## config.mk

```make
export PLATFORM = sky130hd
export DESIGN_NAME = decoration_sequencer
export DESIGN_NICKNAME = d
export VERILOG_FILES = /design/src/rtl/decor_pkg.sv /design/src/rtl/decor_hold_timer.sv /design/src/rtl/decoration_sequencer.sv
export SDC_FILE = /design/constraint.sdc
export NUM_CORES = 1
export LEC_CHECK = 0
export CORE_UTILIZATION = 35
export CTS_BUF_LIST = sky130_fd_sc_hd__clkbuf_16
export DETAILED_ROUTE_END_ITERATION = 8
export GPL_TIMING_DRIVEN = 0
export HOLD_SLACK_MARGIN = 0.03
export PLACE_DENSITY = 0.61
export SYNTH_ARGS = -nofsm -noshare
export SYNTH_HDL_FRONTEND = slang
export SYNTH_SLANG_ARGS = --single-unit
```

## constraint.sdc

```tcl
create_clock -name i_clk -period 2.9 [get_ports i_clk]
set_input_delay 0.58 -clock i_clk [delete_from_list [all_inputs] [get_ports i_clk]]
set_output_delay 0.58 -clock i_clk [all_outputs]
set_load 0.005 [all_outputs]
```

## src/rtl/decor_pkg.sv

```systemverilog
// Shared types and constants for the decoration sequencer.
// Opcode layout: op[3:2] is the class, op[1:0] is the code.
package decor_pkg;

  typedef enum logic [1:0] {
    ST_IDLE  = 2'd0,
    ST_FETCH = 2'd1,
    ST_REQ   = 2'd2,
    ST_HOLD  = 2'd3
  } state_t;

  localparam logic [1:0] CLS_SYS   = 2'b00;
  localparam logic [1:0] CLS_COLOR = 2'b01;
  localparam logic [1:0] CLS_SOUND = 2'b10;
  localparam logic [1:0] CLS_MOVE  = 2'b11;

  localparam logic [1:0] SYS_RESET_CODE = 2'b01;
  localparam logic [1:0] INVALID_CODE   = 2'b11;

  localparam logic [3:0] ON        = 4'b0000;
  localparam logic [3:0] RESET     = 4'b0001;
  localparam logic [3:0] GREEN     = 4'b0100;
  localparam logic [3:0] PURPLE    = 4'b0101;
  localparam logic [3:0] ORANGE    = 4'b0110;
  localparam logic [3:0] SCREAMING = 4'b1000;
  localparam logic [3:0] CACKLING  = 4'b1001;
  localparam logic [3:0] BOO       = 4'b1010;
  localparam logic [3:0] WAVEHANDS = 4'b1100;
  localparam logic [3:0] MOVEJAW   = 4'b1101;
  localparam logic [3:0] FOG       = 4'b1110;

  // Actuator class to request line: colour=bit0, sound=bit1, movement=bit2.
  function automatic logic [2:0] cls_onehot(input logic [1:0] cls);
    case (cls)
      CLS_COLOR: cls_onehot = 3'b001;
      CLS_SOUND: cls_onehot = 3'b010;
      CLS_MOVE:  cls_onehot = 3'b100;
      default:   cls_onehot = 3'b000;
    endcase
  endfunction

endpackage

```

## src/rtl/decor_hold_timer.sv

```systemverilog
// Loadable down-counter with a done flag (count == 0).
// Used for the effect hold time and, with DECOR_WATCHDOG_EN, the ack watchdog.
module decor_hold_timer
  import decor_pkg::*;
#(
  parameter int W = 4
) (
  input  logic         i_clk,
  input  logic         i_rst_n,
  input  logic         i_clr,
  input  logic         i_load,
  input  logic [W-1:0] i_load_val,
  input  logic         i_dec,
  output logic         o_done
);

  logic [W-1:0] r_cnt;

  // Clear beats load beats decrement; the count saturates at zero.
  always_ff @(posedge i_clk or negedge i_rst_n) begin
    if (!i_rst_n)                    r_cnt <= '0;
    else if (i_clr)                  r_cnt <= '0;
    else if (i_load)                 r_cnt <= i_load_val;
    else if (i_dec && r_cnt != '0)   r_cnt <= r_cnt - 1'b1;
  end

  assign o_done = (r_cnt == '0);

endmodule

```

## src/rtl/decoration_sequencer.sv

```systemverilog
// Decoration sequencer: walks a four-slot opcode program and dispatches each
// actuator opcode over a one-hot req/ack handshake, then holds the effect.
// Optional macro DECOR_WATCHDOG_EN: bounds the ack wait to ACK_TIMEOUT cycles,
// flagging err and skipping the slot on expiry.
module decoration_sequencer
  import decor_pkg::*;
#(
  parameter int HOLD_CYCLES = 4,
  parameter int ACK_TIMEOUT = 16
) (
  input  logic            i_clk,
  input  logic            i_rst_n,
  input  logic [3:0][3:0] i_program,
  input  logic            i_start,
  input  logic            i_loop,
  input  logic            i_stop,
  input  logic            i_clr_err,
  input  logic [2:0]      i_act_ack,
  output logic [2:0]      o_act_req,
  output logic [1:0]      o_act_code,
  output logic [1:0]      o_slot,
  output logic            o_busy,
  output logic            o_err
);

  // Timer is sized for the larger of the two loads so the width does not
  // change between builds with and without the watchdog.
  localparam int TMR_MAX = (HOLD_CYCLES > ACK_TIMEOUT) ? HOLD_CYCLES : ACK_TIMEOUT;
  localparam int TW      = (TMR_MAX > 1) ? $clog2(TMR_MAX) : 1;
  localparam logic [TW-1:0] HOLD_LOAD = TW'(HOLD_CYCLES - 1);
`ifdef DECOR_WATCHDOG_EN
  localparam logic [TW-1:0] ACK_LOAD  = TW'(ACK_TIMEOUT - 1);
`endif

  state_t        r_state;
  logic [3:0]    r_op;
  logic [1:0]    r_slot;
  logic [2:0]    r_act_req;
  logic          r_err;

  logic [3:0]    w_op;
  logic [1:0]    w_cls;
  logic [1:0]    w_code;
  logic          w_fetch_act;
  logic          w_fetch_inv;
  logic          w_hit;
  logic          w_done;
  logic          w_timeout;
  logic          w_err_set;
  state_t        w_adv_state;
  logic [1:0]    w_adv_slot;
  logic          w_tmr_load;
  logic [TW-1:0] w_tmr_val;
  logic          w_tmr_dec;

  // The program word is only looked at during FETCH; REQ works from r_op.
  assign w_op        = i_program[r_slot];
  assign w_cls       = w_op[3:2];
  assign w_code      = w_op[1:0];
  assign w_fetch_act = (r_state == ST_FETCH) && (w_cls != CLS_SYS) && (w_code != INVALID_CODE);
  assign w_fetch_inv = (r_state == ST_FETCH) && (w_cls != CLS_SYS) && (w_code == INVALID_CODE);

  // Ack is honoured only on the bit belonging to the latched opcode's class.
  always_comb begin
    w_hit = 1'b0;
    case (r_op[3:2])
      CLS_COLOR: w_hit = i_act_ack[0];
      CLS_SOUND: w_hit = i_act_ack[1];
      CLS_MOVE:  w_hit = i_act_ack[2];
      default:   w_hit = 1'b0;
    endcase
  end

`ifdef DECOR_WATCHDOG_EN
  assign w_timeout = (r_state == ST_REQ) && !w_hit && w_done;
`else
  assign w_timeout = 1'b0;
`endif

  assign w_err_set = !i_stop && (w_fetch_inv || w_timeout);

  // Next slot/state when the current slot is finished.
  always_comb begin
    w_adv_slot  = r_slot + 2'd1;
    w_adv_state = ST_FETCH;
    if (r_slot == 2'd3) begin
      w_adv_slot  = i_loop ? 2'd0 : r_slot;
      w_adv_state = i_loop ? ST_FETCH : ST_IDLE;
    end
  end

  // Timer control: hold load on ack, count down in HOLD (and in REQ as watchdog).
  always_comb begin
    w_tmr_load = (r_state == ST_REQ) && w_hit;
    w_tmr_val  = HOLD_LOAD;
    w_tmr_dec  = (r_state == ST_HOLD);
`ifdef DECOR_WATCHDOG_EN
    if (w_fetch_act) begin
      w_tmr_load = 1'b1;
      w_tmr_val  = ACK_LOAD;
    end
    if (r_state == ST_REQ) w_tmr_dec = 1'b1;
`endif
  end

  decor_hold_timer #(.W(TW)) u_timer (
    .i_clk      (i_clk),
    .i_rst_n    (i_rst_n),
    .i_clr      (i_stop),
    .i_load     (w_tmr_load),
    .i_load_val (w_tmr_val),
    .i_dec      (w_tmr_dec),
    .o_done     (w_done)
  );

  // Sticky error: a new error wins over a same-cycle clear.
  always_ff @(posedge i_clk or negedge i_rst_n) begin
    if (!i_rst_n)       r_err <= 1'b0;
    else if (w_err_set) r_err <= 1'b1;
    else if (i_clr_err) r_err <= 1'b0;
  end

  // Sequencer FSM; stop overrides every other transition and keeps slot.
  always_ff @(posedge i_clk or negedge i_rst_n) begin
    if (!i_rst_n) begin
      r_state   <= ST_IDLE;
      r_op      <= '0;
      r_slot    <= '0;
      r_act_req <= '0;
    end else if (i_stop) begin
      r_state   <= ST_IDLE;
      r_act_req <= '0;
    end else begin
      case (r_state)
        ST_IDLE: begin
          if (i_start) begin
            r_slot  <= 2'd0;
            r_state <= ST_FETCH;
          end
        end
        ST_FETCH: begin
          r_op <= w_op;
          if (w_cls == CLS_SYS && w_code == SYS_RESET_CODE) begin
            r_act_req <= '0;
            r_slot    <= 2'd0;
            r_state   <= ST_IDLE;
          end else if (w_fetch_act) begin
            r_act_req <= cls_onehot(w_cls);
            r_state   <= ST_REQ;
          end else begin
            r_slot  <= w_adv_slot;
            r_state <= w_adv_state;
          end
        end
        ST_REQ: begin
          if (w_hit) begin
            r_act_req <= '0;
            r_state   <= ST_HOLD;
          end else if (w_timeout) begin
            r_act_req <= '0;
            r_slot    <= w_adv_slot;
            r_state   <= w_adv_state;
          end
        end
        ST_HOLD: begin
          if (w_done) begin
            r_slot  <= w_adv_slot;
            r_state <= w_adv_state;
          end
        end
        default: r_state <= ST_IDLE;
      endcase
    end
  end

  assign o_act_req  = r_act_req;
  assign o_act_code = r_op[1:0];
  assign o_slot     = r_slot;
  assign o_busy     = (r_state != ST_IDLE);
  assign o_err      = r_err;

endmodule
```

==> impl_metrics.yaml <==
sta:
  hold_slack_ps: 495
  slew_headroom_pct: 50.5
  layout_worst_path_cycle_share_pct: 84.4
  hold_violations: 0
  max_clock_freq_mhz: 409
  skew_ps: 2.83
  timing.final.max_slew_violations: 0
  period_minus_slack_ps: 2450
  setup_violations: 0
  max_slew.worst_pin.slew_ps: 734
  grt_setup_unrepaired: "false"
  setup-tns-final_ps: 0
placement:
  final_estimated_routing_congestion_in_global_placement: 0.665
  placement.io_buffers: 33
  dp_hpwl_mm: 1.75
  placedInstanceArea_sq_um: 1370
cells_and_area:
  final_layout_size_suffix_gt1_share_pct: 14.0
  final_area_sq_um: 1450
  post-route-util_pct: 52.9
  synth_to_final_area_change_pct: 44.9
  final_nets: 158
  antenna_cells: 0
drt:
  routed_wire_length_per_instance_um: 13.6
  drc: 0
  drt-pass1-iter-count: 4
  detail-route-antenna-nets: 0
  routed-via-count: 846
  wirelength_mm: 2.18
  first_iter_violations: 18
  vias_per_cell: 5.29
synth:
  async_reset_ff_share_pct: 100
  synth_seq_cells: 16
  synth.yosys.warnings: 0
  synth_top_cells_by_area: "sky130_fd_sc_hd__dfrtp_1 40%, sky130_fd_sc_hd__mux4_2 9.0%, sky130_fd_sc_hd__mux2_2 4.5%"
  multiplexer_fraction_of_the_synthesized_cell_area_pct: 17.8
  number_of_enable_flip_flop_cells_after_synthesis: 0
  mappedNetlistArea_sq_um: 998
  synth_top_cell_by_area: "sky130_fd_sc_hd__dfrtp_1"
  synth_top_cells_by_count: "16 x sky130_fd_sc_hd__dfrtp_1, 8 x sky130_fd_sc_hd__nand2_1, 6 x sky130_fd_sc_hd__inv_1, 5 x sky130_fd_sc_hd__nor2b_1"
  syn_avg_cell_area_sq_um: 10.9
  synth_seq_area_share_pct: 40.1
  post_synth_and_or_nand_nor_area_fraction_pct: 15.5
  count_of_cell_types_in_the_netlist: 39
  yosysTopAreaCellShare_pct: 40.1
  synth_top_family_by_area: "multiplexers"
  synth_adder_area_share_pct: 3.76
  post_syn_instances: 92
  synth_compound_gate_area_share_pct: 14.2
  synth_fp_nets: 120
  ys_dominant_reg_cell: "sky130_fd_sc_hd__dfrtp_1"
  synthMostInstantiatedCell: "sky130_fd_sc_hd__dfrtp_1"
  synthXorXnorAreaFrac_pct: 2.63
grt:
  grt_use_total_pct: 15.3
  use_met1_pct: 19.0
  grt_pass1_wl_mm: 3.75
  global_route.overflow_total: 0
  met3_usage_grt_pct: 3.51
  met2_usage_pct: 26.7
  maximum_number_of_pins_on_one_net_before_global_route_repair: 17
  layer_with_the_highest_usage: "met2"
  via_count_of_the_first_global_routing_pass: 858
  grt_antenna_before_repair: 0
power:
  ir_drop_uv: 482
  pwr_density_cell_nw_per_um2: 771
  power.leakage_nw: 0.597
clock_network:
  clk_transition_reported_paths_ps: 50
  cts_hold_buf: 0
  tritoncts.num_buffers: 3
  ctsHtreeMaxLevel: 1
  cts_resized: 0
  clock_tree_from_tritoncts: "done"
  clock-root-buffer: "sky130_fd_sc_hd__clkbuf_16"
  numClockSinks: 16
  clock_latency_ps: 250
  max-clock-path-buffers: 2
  post_cts_buffers: 0
worst_setup_path:
  critical_path_class: "input pin to flip-flop"
  critical_path_peak_fanout: 5
  timing.critical_path.to_type: "flip-flop"
  regToRegSetupSlack_ps: 600
  ff2ff_path_depth: 6
  reg2reg_to: "o_act_req[0]$_DFFE_PN0P_"
  required_ps: 3030
  regToRegStartpoint: "o_slot[0]$_DFFE_PN0P_"
  startpoint_type: "input pin"
  cp_data_arrival_time_ps: 2570
floorplanning:
  initial_core_util_pct: 36.5
  die_x_um: 55.4
  die_h_um: 55.4
  floorplan.core_area_sq_um: 2730
  ioPinCount: 34
  placement_rows: 19
  floorplan.die_area_sq_um: 3070
worst_hold_path:
  hold_wc_startpoint: "o_act_req[0]$_DFFE_PN0P_"
  hold_end: "o_act_req[0]$_DFFE_PN0P_"
  hold_path_depth: 1
  hold_path_class: "flip-flop to flip-flop"
run:
  max-cap-violations: 0
status:
  outcome: "complete, no violations"
## cells by family (layout without fill, tap and decap cells)
family          Yosys count  in the layout
mux                      12             12
fa+ha+maj                 3              3
flops                    16             16
xor+xnor                  3              3
simple gates             28             28
buf+inv                  12             49
compound gates           18             18
## through the flow
| stage | cells | total power, mW | setup WS [ps] |
|---|---|---|---|
| after floorplan | 92 | 0.659 | 719 |
| after global placement | 156 | 0.842 | 204 |
| after detailed placement | 156 | 0.849 | 179 |
| after CTS | 160 | 1.13 | 434 |
| after global routing | 160 | 1.19 | 349 |
| final | 160 | 1.12 | 453 |
## worst max path at each step
stage	cells past startpoint	end	startpoint	slack [ps]
after global placement	6	o_act_req[0]$_DFFE_PN0P_	i_program[14]	200
after global routing	6	o_slot[1]$_DFFE_PN0P_	i_program[14]	350
after detailed placement	6	o_act_req[0]$_DFFE_PN0P_	i_program[14]	180
after floorplan	5	o_act_req[0]$_DFFE_PN0P_	i_program[14]	720
final	6	o_act_req[0]$_DFFE_PN0P_	i_program[14]	450
after CTS	6	o_act_req[0]$_DFFE_PN0P_	i_program[14]	430
## critical path, cell delays in order
cell,delay [ps]
sky130_fd_sc_hd__clkdlybuf4s50_1,400
sky130_fd_sc_hd__mux4_2,530
sky130_fd_sc_hd__or2_4,300
sky130_fd_sc_hd__o211a_4,250
sky130_fd_sc_hd__nor3_2,170
sky130_fd_sc_hd__mux2_1,340
## registers in the layout (all words and copies together), names as in the netlist
| register | flops |
|---|---|
| r_op | 4 |
| u_timer.r_cnt | 4 |
| o_act_req | 3 |
| o_slot | 2 |
| r_state | 2 |
| o_err | 1 |
## metal layers
| metal | vias up | wire [um] |
|---|---|---|
| met5 | - | 0 |
| met4 | 0 | 14 |
| met3 | 2 | 127 |
| met2 | 27 | 1120 |
| met1 | 409 | 925 |
| li1 | 408 | - |
## cells in the final DEF, fill, tap and decap left out, drive strengths merged, types with 2 or more instances in the layout
cell type       n
ha              3
a311oi          2
nand2           8
nor3            3
a21oi           4
nor2b           5
dfrtp          16
clkbuf          6
buf             3
or2             2
mux2            6
xnor2           2
nor2            4
inv             6
clkdlybuf4s50  33
mux2i           2
mux4            4
## where the power goes
| part | internal, mW | switching [mW] | leakage [nW] |
|---|---|---|---|
| clock network | 0.183 | 0.0903 | 0.0385 |
| registers | 0.288 | 0.0496 | 0.211 |
| logic | 0.300 | 0.204 | 0.347 |
## layout make-up
class,instances,area [sq um]
Inverter,6,22.5
Buffer,6,37.5
Timing Repair Buffer,33,330
Clock inverter,1,3.75
Sequential cell,16,400
Fill cell,259,1290
Clock buffer,3,75.1
Multi-Input combinational cell,64,538
Tap cell,31,38.8
(Power assumes the default switching activity.)
